File: src/rtl/instruction_sequencer_pkg.sv
// rtl/instruction_sequencer_pkg.sv - shared state, instruction-field and program-entry definitions
package instruction_sequencer_pkg;

  typedef enum logic [1:0] {
    IDLE = 2'd0,
    RUN  = 2'd1,
    FIN  = 2'd2
  } seq_state_t;

  localparam int INSTR_W    = 6;
  localparam int ACT_LO     = 0;
  localparam int NN_START   = 2;
  localparam int LOAD_IN    = 3;
  localparam int LOAD_W     = 4;
  localparam int LOAD_B     = 5;
  localparam int HOLD_W_DEF = 8;

  typedef struct packed {
    logic [HOLD_W_DEF-1:0] hold_count;
    logic [INSTR_W-1:0]    instr;
  } prog_entry_t;

  function automatic logic [INSTR_W-1:0] make_instr(input logic [1:0] act, input logic nn,
                                                    input logic li, input logic lw, input logic lb);
    logic [INSTR_W-1:0] w;
    w              = '0;
    w[ACT_LO +: 2] = act;
    w[NN_START]    = nn;
    w[LOAD_IN]     = li;
    w[LOAD_W]      = lw;
    w[LOAD_B]      = lb;
    return w;
  endfunction

endpackage

File: src/rtl/instruction_sequencer_hold_counter.sv
// rtl/instruction_sequencer_hold_counter.sv - per-entry hold counter (load/decrement/expire)
module seq_hold_counter #(
  parameter int CNT_W = 8
) (
  input  logic             clk,
  input  logic             rst_n,
  input  logic             clr,
  input  logic             load,
  input  logic [CNT_W-1:0] load_val,
  input  logic             dec,
  output logic             expire
);

  localparam logic [CNT_W-1:0] ONE = CNT_W'(1);

  logic [CNT_W-1:0] count;

  // A zero hold loads as one, and decrement saturates at one.
  always_ff @(posedge clk or negedge rst_n) begin
    if (!rst_n) begin
      count <= '0;
    end else if (clr) begin
      count <= '0;
    end else if (load) begin
      count <= (load_val == '0) ? ONE : load_val;
    end else if (dec && (count > ONE)) begin
      count <= count - ONE;
    end
  end

  assign expire = (count <= ONE);

endmodule

File: src/rtl/instruction_sequencer.sv
// rtl/instruction_sequencer.sv - issues held instruction words from a small program memory
module instruction_sequencer
  import instruction_sequencer_pkg::*;
#(
  parameter int DEPTH = 16,
  parameter int CNT_W = 8,
  localparam int AW   = $clog2(DEPTH)
) (
  input  logic               clk,
  input  logic               rst_n,
  input  logic               prog_we,
  input  logic [AW-1:0]      prog_addr,
  input  logic [CNT_W+5:0]   prog_data,
  input  logic [AW:0]        prog_len,
  input  logic               start,
  input  logic               stall,
  input  logic               abort,
  output logic [INSTR_W-1:0] instruction,
  output logic [AW-1:0]      pc,
  output logic               busy,
  output logic               done
);

  localparam logic [AW:0] DEPTH_L = (AW+1)'(DEPTH);

  seq_state_t         state_q, state_d;
  logic [AW-1:0]      pc_q, pc_d, rd_addr;
  logic [AW:0]        len_q, len_d;
  logic [INSTR_W-1:0] instr_q, instr_d;
  logic [CNT_W+5:0]   mem [DEPTH];
  logic [CNT_W+5:0]   rd_entry;
  logic               cnt_clr, cnt_load, cnt_dec, expire;

  always_ff @(posedge clk) begin
    if (prog_we && (state_q == IDLE)) mem[prog_addr] <= prog_data;
  end

  // Forward a same-cycle IDLE write so write+start sees the new entry 0.
  assign rd_entry = (prog_we && (state_q == IDLE) && (prog_addr == rd_addr)) ? prog_data : mem[rd_addr];

  seq_hold_counter #(.CNT_W(CNT_W)) u_hold (
    .clk      (clk),
    .rst_n    (rst_n),
    .clr      (cnt_clr),
    .load     (cnt_load),
    .load_val (rd_entry[CNT_W+5:6]),
    .dec      (cnt_dec),
    .expire   (expire)
  );

  always_ff @(posedge clk or negedge rst_n) begin
    if (!rst_n) begin
      state_q <= IDLE;
      pc_q    <= '0;
      len_q   <= '0;
      instr_q <= '0;
    end else begin
      state_q <= state_d;
      pc_q    <= pc_d;
      len_q   <= len_d;
      instr_q <= instr_d;
    end
  end

  always_comb begin
    state_d  = state_q;
    pc_d     = pc_q;
    len_d    = len_q;
    instr_d  = instr_q;
    rd_addr  = '0;
    cnt_clr  = 1'b0;
    cnt_load = 1'b0;
    cnt_dec  = 1'b0;
    if (abort) begin
      state_d = IDLE;
      pc_d    = '0;
      instr_d = '0;
      cnt_clr = 1'b1;
    end else begin
      case (state_q)
        IDLE: begin
          pc_d    = '0;
          instr_d = '0;
          if (start) begin
            if ((prog_len != '0) && (prog_len <= DEPTH_L)) begin
              state_d  = RUN;
              len_d    = prog_len;
              cnt_load = 1'b1;
              instr_d  = rd_entry[5:0];
            end else begin
              state_d = FIN;
            end
          end
        end
        RUN: begin
          rd_addr = pc_q + AW'(1);
          if (!stall) begin
            if (!expire) begin
              cnt_dec = 1'b1;
            end else if (({1'b0, pc_q} + (AW+1)'(1)) < len_q) begin
              pc_d     = pc_q + AW'(1);
              cnt_load = 1'b1;
              instr_d  = rd_entry[5:0];
            end else begin
              state_d = FIN;
              instr_d = '0;
              cnt_clr = 1'b1;
            end
          end
        end
        FIN: begin
          state_d = IDLE;
          instr_d = '0;
        end
        default: begin
          state_d = IDLE;
          pc_d    = '0;
          instr_d = '0;
        end
      endcase
    end
  end

  assign instruction = instr_q;
  assign pc          = pc_q;
  assign busy        = (state_q == RUN);
  assign done        = (state_q == FIN);

endmodule

File: config.mk
export PLATFORM = sky130hd
export DESIGN_NAME = instruction_sequencer
export DESIGN_NICKNAME = d
export VERILOG_FILES = /design/src/rtl/instruction_sequencer_pkg.sv /design/src/rtl/instruction_sequencer_hold_counter.sv /design/src/rtl/instruction_sequencer.sv
export SDC_FILE = /design/constraint.sdc
export NUM_CORES = 1
export LEC_CHECK = 0
export ABC_AREA = 1
export CAP_MARGIN = 40
export CORE_UTILIZATION = 58
export CTS_BUF_LIST = sky130_fd_sc_hd__clkbuf_4 sky130_fd_sc_hd__clkbuf_8 sky130_fd_sc_hd__clkbuf_16
export CTS_CLUSTER_DIAMETER = 30
export DETAILED_ROUTE_END_ITERATION = 6
export GPL_TIMING_DRIVEN = 0
export HOLD_SLACK_MARGIN = 0.03
export PLACE_DENSITY = 0.83
export SLEW_MARGIN = 20
export SYNTH_ARGS = -nofsm -noshare
export SYNTH_HDL_FRONTEND = slang
export SYNTH_HIERARCHICAL = 1
export SYNTH_SLANG_ARGS = --single-unit
File: constraint.sdc
create_clock -name clk -period 3.2 [get_ports clk]
set_clock_uncertainty 0.15 [all_clocks]
set_input_delay 0.64 -clock clk [delete_from_list [all_inputs] [get_ports clk]]
set_output_delay 0.64 -clock clk [all_outputs]
set_load 0.05 [all_outputs]
After elaboration in Yosys (flattened, before gate mapping)
Memories as Yosys holds them, arrays and structs flattened.
Cells that the tools add are included.

storage, ports and cells
  output and inout bits = 12
  bits in registers = 25
  memories kept = 1
  word-level logic and storage cells = 79
  input bits = 29
  memory bits (writable) = 224

memory list
  memory  depth  bits a word  read ports  clocked after Yosys merged registers in  write ports  line                         text
  mem     16     14           1           0                                        1            instruction_sequencer.sv:30  logic [CNT_W+5:0] mem [DEPTH];

operators by class
  reduce and logical (&&, ||, !) cells = 12
  $add $sub $neg = 3
  bitwise operators = 1
  magnitude comparators = 4
  mux-type cells = 44
  equal/unequal tests = 9

operators by type and width
  cell                   count
  $mux W6                6
  $mux W8                4
  $mux W4                6
  $mux W1                17
  $mux W14               1
  $mux W2                6
  $pmux W6 S2            1
  $reduce_and A4 Y1      3
  $ne A3 B3 Y1 const B   3
  $gt A8 B1 Y1 const B   1
  $le A8 B1 Y1 const B   1
  $logic_not A8 Y1       1
  $pmux W4 S2            1
  $sub A8 B1 Y8 const B  1
  $ne A3 B2 Y1 const B   2
  $add A4 B1 Y5 const B  1
  $le A5 B5 Y1 const B   1
  $lt A5 B5 Y1           1
  $reduce_bool A5 Y1     1
  $add A4 B1 Y4 const B  1
  $eq A4 B4 Y1           1
  $logic_and A1 B1 Y1    4
  $pmux W2 S2            1
  $reduce_bool A3 Y1     1
  7 further kinds        7

Logic depth before layout (Yosys ltp)
Gate-level depths: netlist of the first run.

  depth after elaboration = 11
  mapped depth = 19
  mapped depth without buffers = 17

Cells and area by module
Netlist of the first run, hierarchy kept.

by module, submodules not included
  module                 times used  area each (µm²)  cells each  sequential area each (µm²)
  instruction_sequencer  1           10528.8          1015        7151.9
  seq_hold_counter       1           755.7            101         200.2

Least setup slack after synthesis of the first run
Ideal clock, no wire load.

  path type = register to register
  start = register pc_q[0] (netlist: pc[0])
  end = register u_hold.count[1]
  cell stages (with the launch flop) = 18
  period minus slack after synthesis = 3.256 ns
  data required time = 2.976 ns
  path buffers = 3
  slack = -0.056 ns
  data arrival time = 3.032 ns
  setup time = 0.074 ns
  path through = dfrtp_1 -> ha_1 -> nand2_1 -> inv_1 -> nor2_1 -> buf_2 -> ha_1 -> nand2_1 -> nor2_1 -> o21ai_0 -> nand4_1 -> a21oi_1 -> buf_6 -> inv_2 -> buf_6 -> a211oi_1 -> nand2_2 -> o21ai_2

on the way
  elaborated cells between the ends (all ways) = 24
  classes of those cells = add/sub: 2; order compare: 1; eq/ne: 1; mux: 16; reduce/logical: 3; memory: 1

RTL lines
  element                 line                                      text
  start, declared         instruction_sequencer.sv:27               logic [AW-1:0] pc_q, pc_d, rd_addr;
  start signal, assigned  instruction_sequencer.sv:59               pc_q <= pc_d;
  $add A4 B1 Y5 (*)       instruction_sequencer.sv:100              end else if (({1'b0, pc_q} + (AW+1)'(1)) < len_q) begin
  $lt A5 B5 Y1 (*)        instruction_sequencer.sv:100
  $mux W1 (*)             instruction_sequencer.sv:100
  $mux W1 (*)             instruction_sequencer.sv:98               if (!expire) begin
  $mux W1 (*)             instruction_sequencer.sv:97               if (!stall) begin
  $pmux W1 S2 (*)         instruction_sequencer.sv:80               case (state_q)
  $mux W1 (*)             instruction_sequencer.sv:74               if (abort) begin
  named net cnt_load      instruction_sequencer.sv:32               logic cnt_clr, cnt_load, cnt_dec, expire;
  $mux W8                 instruction_sequencer_hold_counter.sv:24  end else if (load) begin
  $mux W8                 instruction_sequencer_hold_counter.sv:22  end else if (clr) begin
  end signal, assigned    instruction_sequencer_hold_counter.sv:25  count <= (load_val == '0) ? ONE : load_val;
  end signal, assigned    instruction_sequencer_hold_counter.sv:27  count <= count - ONE;
  end, declared           instruction_sequencer_hold_counter.sv:16  logic [CNT_W-1:0] count;

Mark *: on every way through the listed nets, which the timed path passes. The rest lies on a longest branch.
A chain may end at the register's enable or synchronous reset.

Worst setup path after layout of the first run
  start = register pc_q[1] (netlist: pc[1])
  end = register u_hold.count[0]

on the way
  word-level cells in the longest chain between the ends = 10
  elaborated cells between the ends (all ways) = 24
  classes of those cells = add/sub: 2; order compare: 1; eq/ne: 1; mux: 16; reduce/logical: 3; memory: 1

RTL lines
  element                                                                  line                                      text
  $add A4 B1 Y4 (*)                                                        instruction_sequencer.sv:96               rd_addr = pc_q + AW'(1);
  $mux W4 (*)                                                              instruction_sequencer.sv:80
  $mux W4 (*)                                                              instruction_sequencer.sv:74
  parallel branches: the longest is 2 deep, another holds $mem_v2 Z16 W14  n/a
  $mux W14 (*)                                                             instruction_sequencer.sv:39               assign rd_entry = (prog_we && (state_q == IDLE) && (prog_addr == rd_addr)) ? prog_data : mem[rd_addr];
  named net rd_entry[7]                                                    instruction_sequencer.sv:31               logic [CNT_W+5:0] rd_entry;
  $logic_not A8 Y1 (*)                                                     instruction_sequencer_hold_counter.sv:25
  $mux W8 (*)                                                              instruction_sequencer_hold_counter.sv:25
  $mux W8 (*)                                                              instruction_sequencer_hold_counter.sv:24
  $mux W8 (*)                                                              instruction_sequencer_hold_counter.sv:22

Mark *: on every way through the listed nets, which the timed path passes.

==> impl_summary.log, run 1 <==
INFO  metric outcome = finished clean
INFO  metric synth_largest_type_area_fraction = 0.596
INFO  metric design_area = around 14000 um^2
INFO  metric r2r-start = pc[1]
INFO  metric synth_cell_types = 36
INFO  metric ff2ff_setup_slack = 120 ps
INFO  metric r2r_end = u_hold/count[0]
INFO  metric cts_root_buffer = sky130_fd_sc_hd__clkbuf_16
INFO  metric synth_top_flop_cell = sky130_fd_sc_hd__edfxtp_1
INFO  metric min_path_type = flop to flop
INFO  metric detail_route.vias_per_cell = approximately 6
INFO  metric worst-endpoint-arrival = 3390 ps
INFO  metric fmax = 324 MHz
INFO  metric routed_wirelength = 31.5 mm
INFO  metric tightest_slew = between 800 and 900 ps
INFO  metric ios = between 40 and 50
INFO  metric grt_first_pass_wirelength = 46.8 mm
INFO  metric synth_top_cells_by_area = sky130_fd_sc_hd__edfxtp_1, sky130_fd_sc_hd__nand2_1, sky130_fd_sc_hd__nand3_1
INFO  metric finalSetupViolCount = 0
INFO  metric worstPathRequired = 3510 ps
INFO  metric drt_iter0_drc = about 1200
INFO  metric h_tree_depth = 2
INFO  metric clkLatencyLatePin = 540 ps
INFO  metric reg2reg_depth = 15
INFO  metric worst_setup_hold_path_clk_slew = 50 ps
INFO  metric area_growth_syn_to_layout = 23.3%
INFO  metric pin_count_of_the_biggest_net_entering_global_routing = 26
INFO  metric core.rowCount = 50
INFO  metric finalCoreUtilization = 0.736
INFO  metric combinational_family_with_the_most_area_after_synthesis = simple AND/OR/NAND/NOR gates
INFO  metric fillerInstances = 1223
INFO  metric number_of_flops_mapped_to_enable_cells_by_yosys = 224
INFO  metric yosys.area_share.simple = 0.229
INFO  metric p_leak = 5.79 nW
INFO  metric cp-endpoint = u_hold/count[0]
INFO  metric peakVddDrop = 407 uV
INFO  metric design.die.area = between 20000 and 25000 um^2
INFO  metric total_power = 9.63 mW
INFO  metric pwr_density_cell = 693 nW/um^2
INFO  metric crit_fanout = 10
INFO  metric rsz_0062_raised_after_global_routing = yes
INFO  metric cell_type_with_the_highest_aggregate_area_in_the_netlist = sky130_fd_sc_hd__edfxtp_1
INFO  metric criticalPathCategory = flop to flop
INFO  metric synth.ff_latch_count = 249
INFO  metric num_antenna_cells = 0
INFO  metric grt_remaining_overflow = 0
INFO  metric post_synth_mux_area_share = 0
INFO  metric fin_setup_tns = 0 ps
INFO  metric cts-buffers-inserted = 44
INFO  metric synth-adder-area-share = 0.00776
INFO  metric timing.critical_path.to_type = flop
INFO  metric cts_num_sinks = between 200 and 250
INFO  metric timing.hold.ws = 325 ps
INFO  metric slew_violations = 0
INFO  metric fin_nets = 1258
INFO  metric worstSetupStartpointType = flop
INFO  metric detailroute.via_count = 9070
INFO  metric coreArea = ~19000 um^2
INFO  metric antenna_found_initial = 0
INFO  metric share_of_flip_flops_with_an_asynchronous_set_or_reset_after_synthesis = 0.100
INFO  metric critical_path_source = pc[1]
INFO  metric synth-compound-area-share = 0.0489
INFO  metric route.detailed.drc = 0
INFO  metric cts_max_path_buffers = 3
INFO  metric finalCritPeriodShare = 0.963
INFO  metric gp_congestion = 0.906
INFO  metric timing.final.hold_violations = 0
INFO  metric synth_nets = 1152
INFO  metric place_area = 12200 um^2
INFO  metric synthesized_area_fraction_occupied_by_xor_and_xnor_cells = 0.000776
INFO  metric slew-limit-headroom = 0.438
INFO  metric via_count_of_the_first_global_routing_pass = 8675
INFO  metric post_drt_wl_per_cell = around 21 um
INFO  metric post-route-min-period = 3080 ps
INFO  metric share_of_post_route_cells_with_drive_strength_above_1 = 0.137
INFO  metric cap_violations = 0
INFO  metric fp.dieH = 141 um
INFO  metric synth_sequential_area_ratio = 0.652
INFO  metric numPortBuffers = 40
INFO  metric cts_tree = done
INFO  metric syn_area = 11300 um^2
INFO  metric synthesis.area_per_instance = 10.1 um^2
INFO  metric dp_hpwl = between 15 and 20 mm
INFO  metric drt_pre_antenna_iters = 6
INFO  metric yosysWarningCount = 6
INFO  metric route.antenna.remaining_nets = 0
INFO  metric initial_core_util = 0.597
INFO  metric netlist_instances = around 1100
INFO  metric floorplan.die.width = 141 um
INFO  metric grtUsageTotal = 0.314
-- metal layers --
layer | up-vias | GRT usage | routed length (um)
met5 | - | 0 | 0
met1 | 4187 | 0.389 | 11000
li1 | 3998 | - | -
met4 | 0 | 0.169 | 1780
met2 | 737 | 0.520 | 14800
met3 | 148 | 0.0688 | 3920
-- cell usage after synthesis, types with 2 or more instances --
cell type	n
sky130_fd_sc_hd__a21oi_1	35
sky130_fd_sc_hd__buf_1	2
sky130_fd_sc_hd__buf_2	19
sky130_fd_sc_hd__buf_6	2
sky130_fd_sc_hd__clkbuf_1	28
sky130_fd_sc_hd__clkinv_1	2
sky130_fd_sc_hd__dfrtp_1	25
sky130_fd_sc_hd__edfxtp_1	224
sky130_fd_sc_hd__ha_1	7
sky130_fd_sc_hd__inv_1	118
sky130_fd_sc_hd__inv_2	3
sky130_fd_sc_hd__nand2_1	331
sky130_fd_sc_hd__nand2_2	3
sky130_fd_sc_hd__nand3_1	128
sky130_fd_sc_hd__nand3_2	8
sky130_fd_sc_hd__nand4_1	32
sky130_fd_sc_hd__nor2_1	65
sky130_fd_sc_hd__nor2_2	3
sky130_fd_sc_hd__nor2_4	3
sky130_fd_sc_hd__o211ai_1	8
sky130_fd_sc_hd__o21ai_0	40
sky130_fd_sc_hd__o21ai_1	16
-- stage by stage --
stage	setup WS, ps	instances
floorplan	53.4	1116
global placement	-551	1416
detailed placement	-546	1424
CTS	40.7	1506
global route	-8.90	1517
finish	117	1517
-- placed cells by master (no fill, tap or decap), types with 4 or more instances in the layout --
cell                              instances
sky130_fd_sc_hd__dfrtp_1                 23
sky130_fd_sc_hd__clkinvlp_4               5
sky130_fd_sc_hd__ha_1                     6
sky130_fd_sc_hd__nor2_1                  48
sky130_fd_sc_hd__nor2_2                  19
sky130_fd_sc_hd__o21ai_0                 40
sky130_fd_sc_hd__o21ai_1                 16
sky130_fd_sc_hd__clkinv_2                 5
sky130_fd_sc_hd__nor2_4                   4
sky130_fd_sc_hd__buf_8                    5
sky130_fd_sc_hd__o211ai_1                 8
sky130_fd_sc_hd__buf_4                    7
sky130_fd_sc_hd__clkinv_1                11
sky130_fd_sc_hd__clkbuf_2                 6
sky130_fd_sc_hd__buf_6                   11
sky130_fd_sc_hd__a21oi_1                 35
sky130_fd_sc_hd__clkdlybuf4s50_1         37
sky130_fd_sc_hd__nand3_1                127
sky130_fd_sc_hd__clkbuf_4                 7
sky130_fd_sc_hd__nand3_2                  9
sky130_fd_sc_hd__nand4_1                 32
sky130_fd_sc_hd__clkbuf_16               46
sky130_fd_sc_hd__edfxtp_1               224
sky130_fd_sc_hd__inv_1                  118
sky130_fd_sc_hd__nand2_1                331
sky130_fd_sc_hd__bufinv_16                9
sky130_fd_sc_hd__clkbuf_1                19
sky130_fd_sc_hd__buf_2                   19
-- sequential cells by signal, summed over array words and instances (netlist names) --
name	count
state_q	2
pc	4
instruction	6
len_q	5
u_hold/count	8
mem	224
-- worst min path at each step --
stage                               from             end  depth (start not counted)
after floorplan                    rst_n  instruction[0]                          0
after global placement    instruction[1]  instruction[1]                          2
after detailed placement  instruction[3]  instruction[3]                          2
after CTS                 instruction[2]  instruction[2]                          2
after global routing      instruction[4]  instruction[4]                          2
final                     instruction[4]  instruction[4]                          2
-- layout make-up --
cell class              count  area (um^2)  share of cell area
clock buffers              52         1200              0.0860
multi-input cells         692         3290               0.237
flip-flops and latches    249         7350               0.529
plain buffers              51          251              0.0181
inverters                 123          465              0.0335
clock inverters            29          379              0.0273
repair buffers             61          644              0.0463
well taps                 260          325              0.0234
-- timing repair --
item	in CTS	in global routing
gates resized for setup	7	18
hold endpoints to repair	25	0
endpoints found under the setup margin	9	8
hold buffers	1	0
pin swaps	1	2
setup buffers	1	5
cloned	0	0
-- where the power goes --
group | switching [mW] | internal, mW
logic | 0.637 | 0.302
clock network | 1.59 | 3.37
registers | 0.0735 | 3.66
-- logic make-up after synthesis --
family / after synthesis
simple gates: 581
compound gates: 103
xor+xnor: 1
fa+ha+maj: 7
buf+inv: 175
flops: 249
-- worst max-delay path: stages, from the launching register on --
cell and delay, ps:
sky130_fd_sc_hd__dfrtp_2 430, sky130_fd_sc_hd__ha_2 480, sky130_fd_sc_hd__nand3_2 250, sky130_fd_sc_hd__buf_2 280
sky130_fd_sc_hd__buf_2 240, sky130_fd_sc_hd__nand2_1 100, sky130_fd_sc_hd__nand3_1 80, sky130_fd_sc_hd__nand3_1 140
sky130_fd_sc_hd__nand2_1 80, sky130_fd_sc_hd__nand2_1 60, sky130_fd_sc_hd__nand2_1 150, sky130_fd_sc_hd__nor2_1 130
sky130_fd_sc_hd__nand3_1 70, sky130_fd_sc_hd__o21ai_0 210, sky130_fd_sc_hd__nand3_2 90, sky130_fd_sc_hd__nand2_1 60
No activity file was read; power rests on OpenSTA's default activity.
==> inputs of run 2 (changes only) <==
--- a/config.mk
+++ b/config.mk
@@ -9,7 +9,6 @@
 export CAP_MARGIN = 40
 export CORE_UTILIZATION = 58
 export CTS_BUF_LIST = sky130_fd_sc_hd__clkbuf_4 sky130_fd_sc_hd__clkbuf_8 sky130_fd_sc_hd__clkbuf_16
-export CTS_CLUSTER_DIAMETER = 30
 export DETAILED_ROUTE_END_ITERATION = 6
 export GPL_TIMING_DRIVEN = 0
 export HOLD_SLACK_MARGIN = 0.03
==> impl_summary.log, run 2 (same netlist as run 1, synthesis figures left out) <==
INFO  metric slew_violations = 0
INFO  metric outcome = finished clean
INFO  metric worstSetupStartpointType = flop
INFO  metric gp_congestion = 0.906
INFO  metric finalSetupViolCount = 0
INFO  metric total_power = 7.47 mW
INFO  metric worstPathRequired = 3520 ps
INFO  metric routed_wirelength = around 30 mm
INFO  metric worst_setup_hold_path_clk_slew = 60 ps
INFO  metric post-route-min-period = 3060 ps
INFO  metric mostFrequentLayoutCells = sky130_fd_sc_hd__nand2_1, sky130_fd_sc_hd__edfxtp_1, sky130_fd_sc_hd__nand3_1
INFO  metric crit_fanout = 10
INFO  metric cts_num_sinks = 249
INFO  metric drt_pre_antenna_iters = 6
INFO  metric cts_max_path_buffers = 3
INFO  metric grt_remaining_overflow = 0
INFO  metric share_of_post_route_cells_with_drive_strength_above_1 = 0.109
INFO  metric via_count_of_the_first_global_routing_pass = slightly above 8000
INFO  metric initial_core_util = 0.597
INFO  metric pwr_density_cell = 571 nW/um^2
INFO  metric detailroute.wirelength.met3 = 3.24 mm
INFO  metric antenna_found_initial = 0
INFO  metric tightest_slew = 837 ps
INFO  metric dp_hpwl = 19.3 mm
INFO  metric grtUsageTotal = 0.299
INFO  metric clkLatencyLatePin = 540 ps
INFO  metric route.detailed.drc = 0
INFO  metric detailroute.via_count = 8678
INFO  metric detail_route.vias_per_cell = 5.88
INFO  metric cts-buffers-inserted = 25
INFO  metric peakVddDrop = 641 uV
INFO  metric min_path_type = flop to flop
INFO  metric slew-limit-headroom = 0.441
INFO  metric numPortBuffers = 40
INFO  metric fp.dieH = between 100 and 150 um
INFO  metric rsz_0062_raised_after_global_routing = no
INFO  metric coreArea = 18900 um^2
INFO  metric cts_tree = done
INFO  metric cts_root_buffer = sky130_fd_sc_hd__clkbuf_16
INFO  metric fmax = 327 MHz
INFO  metric largest_register = mem
INFO  metric drt_iter0_drc = around 1000
INFO  metric final_common_cell = sky130_fd_sc_hd__nand2_1
INFO  metric design.die.area = ~20000 um^2
INFO  metric p_leak = approximately 5.4 nW
INFO  metric wl_met1 = between 10 and 15 mm
INFO  metric fin_nets = 1237
INFO  metric min_path_cells = 2
INFO  metric fin_setup_tns = 0 ps
INFO  metric reg2reg_depth = 15
INFO  metric route.antenna.remaining_nets = 0
INFO  metric num_antenna_cells = 0
INFO  metric area_growth_syn_to_layout = 15.9%
INFO  metric post_drt_wl_per_cell = 20.0 um
INFO  metric dr_wl_met2 = 13.9 mm
INFO  metric highest-signal-layer = met4
INFO  metric criticalPathCategory = flop to flop
INFO  metric h_tree_depth = 1
INFO  metric ios = 41
INFO  metric pin_count_of_the_biggest_net_entering_global_routing = 26
INFO  metric timing.final.hold_violations = 0
INFO  metric timing.critical_path.to_type = flop
INFO  metric worst-endpoint-arrival = roughly 3400 ps
INFO  metric cap_violations = 0
INFO  metric largest_register_ffs = 224
INFO  metric grt_first_pass_wirelength = roughly 45 mm
INFO  metric fillerInstances = between 1000 and 1500
INFO  metric core.rowCount = 50
INFO  metric floorplan.die.width = 141 um
INFO  metric finalCritPeriodShare = 0.956
[run 2: cell count changes in the layout (fill, tap and decap cells not counted), moves of 2 or more]
| cell | previous run | this run |
|---|---|---|
| sky130_fd_sc_hd__clkinv_2 | 5 | 3 |
| sky130_fd_sc_hd__clkinv_1 | 11 | 7 |
| sky130_fd_sc_hd__bufinv_16 | 9 | 2 |
| sky130_fd_sc_hd__clkinvlp_4 | 5 | 1 |
| sky130_fd_sc_hd__buf_4 | 7 | 5 |
| sky130_fd_sc_hd__clkbuf_16 | 46 | 25 |
[run 2: area by class of cell]
| class | count | area [um^2] | area share |
|---|---|---|---|
| repair buffers | 59 | 629 | 0.0481 |
| flip-flops and latches | 249 | 7350 | 0.562 |
| clock inverters | 12 | 110 | 0.00842 |
| multi-input cells | 692 | 3290 | 0.251 |
| clock buffers | 30 | 663 | 0.0507 |
| well taps | 260 | 325 | 0.0249 |
| plain buffers | 51 | 251 | 0.0192 |
| inverters | 123 | 462 | 0.0353 |
[run 2: layer usage]
| layer | GRT usage | up-vias |
|---|---|---|
| met4 | 0.148 | 0 |
| met2 | 0.502 | 574 |
| met1 | 0.378 | 4050 |
| met5 | 0 | - |
| li1 | - | 3941 |
| met3 | 0.0543 | 113 |
[run 2: power by group]
group	leakage (nW)	internal, mW	switching [mW]	total [mW]
Sequential	2.35	3.65	0.0752	3.72
Clock	0.384	1.63	1.20	2.83
Combinational	2.66	0.298	0.621	0.919
Total	5.40	5.57	1.90	7.47
[run 2: path summary, 6_finish.rpt]
check	end	startpoint	slack [ps]
worst max-delay path	u_hold/count[0]	pc[1]	140
worst min-delay path	instruction[4]	instruction[4]	330
worst max register to register	u_hold/count[0]	pc[1]	140
worst min register to register	instruction[4]	instruction[4]	330
max in group asynchronous	pc[1]	rst_n	2000
min in group asynchronous	pc[2]	rst_n	490
[run 2: timing repair]
item	4_1_cts	5_1_grt
setup endpoints to repair	9	8
hold buffers	1	0
resized for setup	5	17
endpoints found under the hold margin	25	0
pin swaps	1	1
buffers inserted	1	3
[run 2: stage by stage]
| step | area (um^2) | util | instances | worst slack, ps | hold slack [ps] |
|---|---|---|---|---|---|
| 2_1_floorplan | 11300 | - | 1116 | 53.4 | 194 |
| 3_3_place_gp | 12000 | 0.636 | 1416 | -551 | 314 |
| 3_5_place_dp | 12200 | 0.644 | 1424 | -546 | 319 |
| 4_1_cts | 13000 | 0.686 | 1467 | 0.976 | 334 |
| 5_1_grt | 13100 | 0.692 | 1476 | 21.5 | 355 |
| 6_report | 13100 | 0.692 | 1476 | 139 | 330 |
[run 2: critical path: stages, from the launching register on]
cell and delay, ps:
sky130_fd_sc_hd__dfrtp_2 430, sky130_fd_sc_hd__ha_2 470, sky130_fd_sc_hd__nand3_2 230, sky130_fd_sc_hd__buf_2 270, sky130_fd_sc_hd__buf_2 230, sky130_fd_sc_hd__nand2_1 100
sky130_fd_sc_hd__nand3_1 80, sky130_fd_sc_hd__nand3_1 140, sky130_fd_sc_hd__nand2_1 80, sky130_fd_sc_hd__nand2_1 60, sky130_fd_sc_hd__nand2_1 140, sky130_fd_sc_hd__nor2_1 130
sky130_fd_sc_hd__nand3_1 70, sky130_fd_sc_hd__o21ai_0 230, sky130_fd_sc_hd__nand3_2 100, sky130_fd_sc_hd__nand2_1 60
==> inputs of run 3 (changes only) <==
--- a/config.mk
+++ b/config.mk
@@ -7,12 +7,13 @@
 export LEC_CHECK = 0
 export ABC_AREA = 1
 export CAP_MARGIN = 40
-export CORE_UTILIZATION = 58
+export CORE_UTILIZATION = 50
 export CTS_BUF_LIST = sky130_fd_sc_hd__clkbuf_4 sky130_fd_sc_hd__clkbuf_8 sky130_fd_sc_hd__clkbuf_16
 export DETAILED_ROUTE_END_ITERATION = 6
 export GPL_TIMING_DRIVEN = 0
 export HOLD_SLACK_MARGIN = 0.03
-export PLACE_DENSITY = 0.83
+export PLACE_DENSITY = 0.74
+export SKIP_CTS_REPAIR_TIMING = 1
 export SLEW_MARGIN = 20
 export SYNTH_ARGS = -nofsm -noshare
 export SYNTH_HDL_FRONTEND = slang
==> impl_summary.log, run 3 (same netlist as run 1, synthesis figures left out) <==
INFO  metric grt_first_pass_wirelength = 44.3 mm
INFO  metric num_antenna_cells = 0
INFO  metric gp_congestion = a little under 0.9
INFO  metric postLayoutSetupSlackWorst = 141 ps
INFO  metric rsz_0062_raised_after_global_routing = no
INFO  metric core.rowCount = 54
INFO  metric switching_share = 0.259
INFO  metric pwr_density_cell = 569 nW/um^2
INFO  metric initial_core_util = 0.514
INFO  metric drt_iter0_drc = 1063
INFO  metric outcome = finished, violations left
INFO  metric area_growth_syn_to_layout = 17.3%
INFO  metric finalCoreUtilization = 0.603
INFO  metric criticalPathCategory = flop to output pin
INFO  metric route.detailed.drc = 11
INFO  metric cts_max_path_buffers = 3
INFO  metric detail_route.vias_per_cell = 5.64
INFO  metric cts_num_sinks = 249
INFO  metric pin_count_of_the_biggest_net_entering_global_routing = 26
INFO  metric via_count_of_the_first_global_routing_pass = 7885
INFO  metric cts-buffers-inserted = 26
INFO  metric power.net_switching = 1.95 mW
INFO  metric fin_setup_tns = 0 ps
INFO  metric crit_slowest_cell = sky130_fd_sc_hd__clkdlybuf4s50_1
INFO  metric numPortBuffers = 40
INFO  metric finalCritPeriodShare = 0.956
INFO  metric design.die.area = 23200 um^2
INFO  metric mostFrequentLayoutCells = sky130_fd_sc_hd__nand2_1, sky130_fd_sc_hd__edfxtp_1, sky130_fd_sc_hd__nand3_1
INFO  metric p_leak = 5.47 nW
INFO  metric min_path_type = flop to flop
INFO  metric antenna_found_initial = 0
INFO  metric worstSetupStartpointType = flop
INFO  metric final_common_cell = sky130_fd_sc_hd__nand2_1
INFO  metric detailroute.via_count = 8501
INFO  metric worst-endpoint-arrival = 2270 ps
INFO  metric timing.critical_path.to_type = output pin
INFO  metric fmax = about 330 MHz
INFO  metric stdcell_count = 1508
INFO  metric ios = 41
INFO  metric critPathMaxStageDelay = 800 ps
INFO  metric finalSetupViolCount = 0
INFO  metric clkLatencyLatePin = approximately 550 ps
INFO  metric routed_wirelength = 29.1 mm
INFO  metric cap_violations = 0
INFO  metric placedCellCount = 1445
INFO  metric grt_remaining_overflow = 0
INFO  metric violations_in_the_final_reports = DRC
INFO  metric share_of_post_route_cells_with_drive_strength_above_1 = 0.125
INFO  metric coreArea = 22000 um^2
INFO  metric comb_power_share = 0.123
INFO  metric peakVddDrop = 430 uV
INFO  metric ff2ff_setup_slack = 140 ps
INFO  metric clkPwrFrac = 0.383
INFO  metric grtUsageTotal = 0.250
INFO  metric slew-limit-headroom = 0.429
INFO  metric timing.final.hold_violations = 0
INFO  metric cts_root_buffer = sky130_fd_sc_hd__clkbuf_16
INFO  metric pwr-share-seq = 0.494
INFO  metric largest_register = mem
INFO  metric tightest_slew = approximately 860 ps
INFO  metric floorplan.die.width = 152 um
INFO  metric post_drt_wl_per_cell = approximately 19 um
INFO  metric route.antenna.remaining_nets = 0
INFO  metric largest_register_ffs = approximately 220
INFO  metric worstPathRequired = approximately 2400 ps
INFO  metric post-route-min-period = about 3100 ps
INFO  metric dp_slack = -608 ps
INFO  metric path_cells = buf_2 -> nand2_1 -> inv_1 -> clkdlybuf4s50_1
INFO  metric worst_setup_hold_path_clk_slew = 60 ps
INFO  metric cts_tree = done
INFO  metric cell_internal_pwr = 5.58 mW
INFO  metric slew_violations = 0
INFO  metric drt_pre_antenna_iters = 7
INFO  metric fp.dieH = approximately 150 um
INFO  metric crit_fanout = 10
INFO  metric h_tree_depth = 1
INFO  metric fin_nets = 1244
INFO  metric dp_hpwl = 19.4 mm
-- run 3: changes by cell type in the layout (fill, tap and decap cells not counted), moves of 3 or more --
cell / before / now
sky130_fd_sc_hd__buf_4: 5 / 9
sky130_fd_sc_hd__clkbuf_1: 20 / 17
sky130_fd_sc_hd__clkbuf_2: 7 / 10
sky130_fd_sc_hd__clkinv_2: 3 / 9
-- run 3: metal layers --
layer | routed length (um) | vias to the layer above | GRT usage
met5 | 0 | - | 0
met4 | 776 | 0 | 0.0870
met3 | 2720 | 56 | 0.0361
met2 | 13700 | 488 | 0.410
met1 | 11900 | 3994 | 0.344
li1 | - | 3963 | -
-- run 3: area by class of cell --
class / count / area [um^2]
sequential: 249 / 7350
inverter: 123 / 465
clock inverter: 18 / 138
clock buffer: 30 / 687
fill: 1777 / 8730
timing repair buffer: 64 / 662
tap: 280 / 350
buffer: 52 / 269
multi-input combinational: 692 / 3310
-- run 3: critical path: cells and delay by family, from the launching register on --
kind	cells	cell delay (ps)
buffers and inverters	3	1180
DFF	1	410
and+or+nand+nor	1	150
-- run 3: per-stage QoR --
step	total power [mW]	area, um^2	hold WS (ps)
2_1_floorplan	4.37	11300	194
3_3_place_gp	4.64	12000	314
3_5_place_dp	4.67	12200	317
4_1_cts	7.52	13000	-34.2
5_1_grt	7.80	13200	347
6_report	7.53	13200	327
-- run 3: worst paths after layout --
kind                                start              end  depth (start not counted)
min reg2reg                instruction[2]   instruction[2]                          2
max                            state_q[0]             busy                          4
max in group asynchronous           rst_n            pc[1]                          2
min                        instruction[2]   instruction[2]                          2
max reg2reg                         pc[0]  u_hold/count[1]                         17
min in group asynchronous           rst_n            pc[2]                          2
-- run 3: power by group through the flow --
| stage | Sequential [mW] | Clock [mW] | Combinational, mW |
|---|---|---|---|
| 2_1_floorplan | 3.79 | 0 | 0.582 |
| 3_3_place_gp | 3.79 | 0 | 0.852 |
| 3_5_place_dp | 3.79 | 0 | 0.882 |
| 4_1_cts | 3.72 | 2.91 | 0.891 |
| 5_1_grt | 3.73 | 3.03 | 1.03 |
| 6_report | 3.72 | 2.89 | 0.924 |
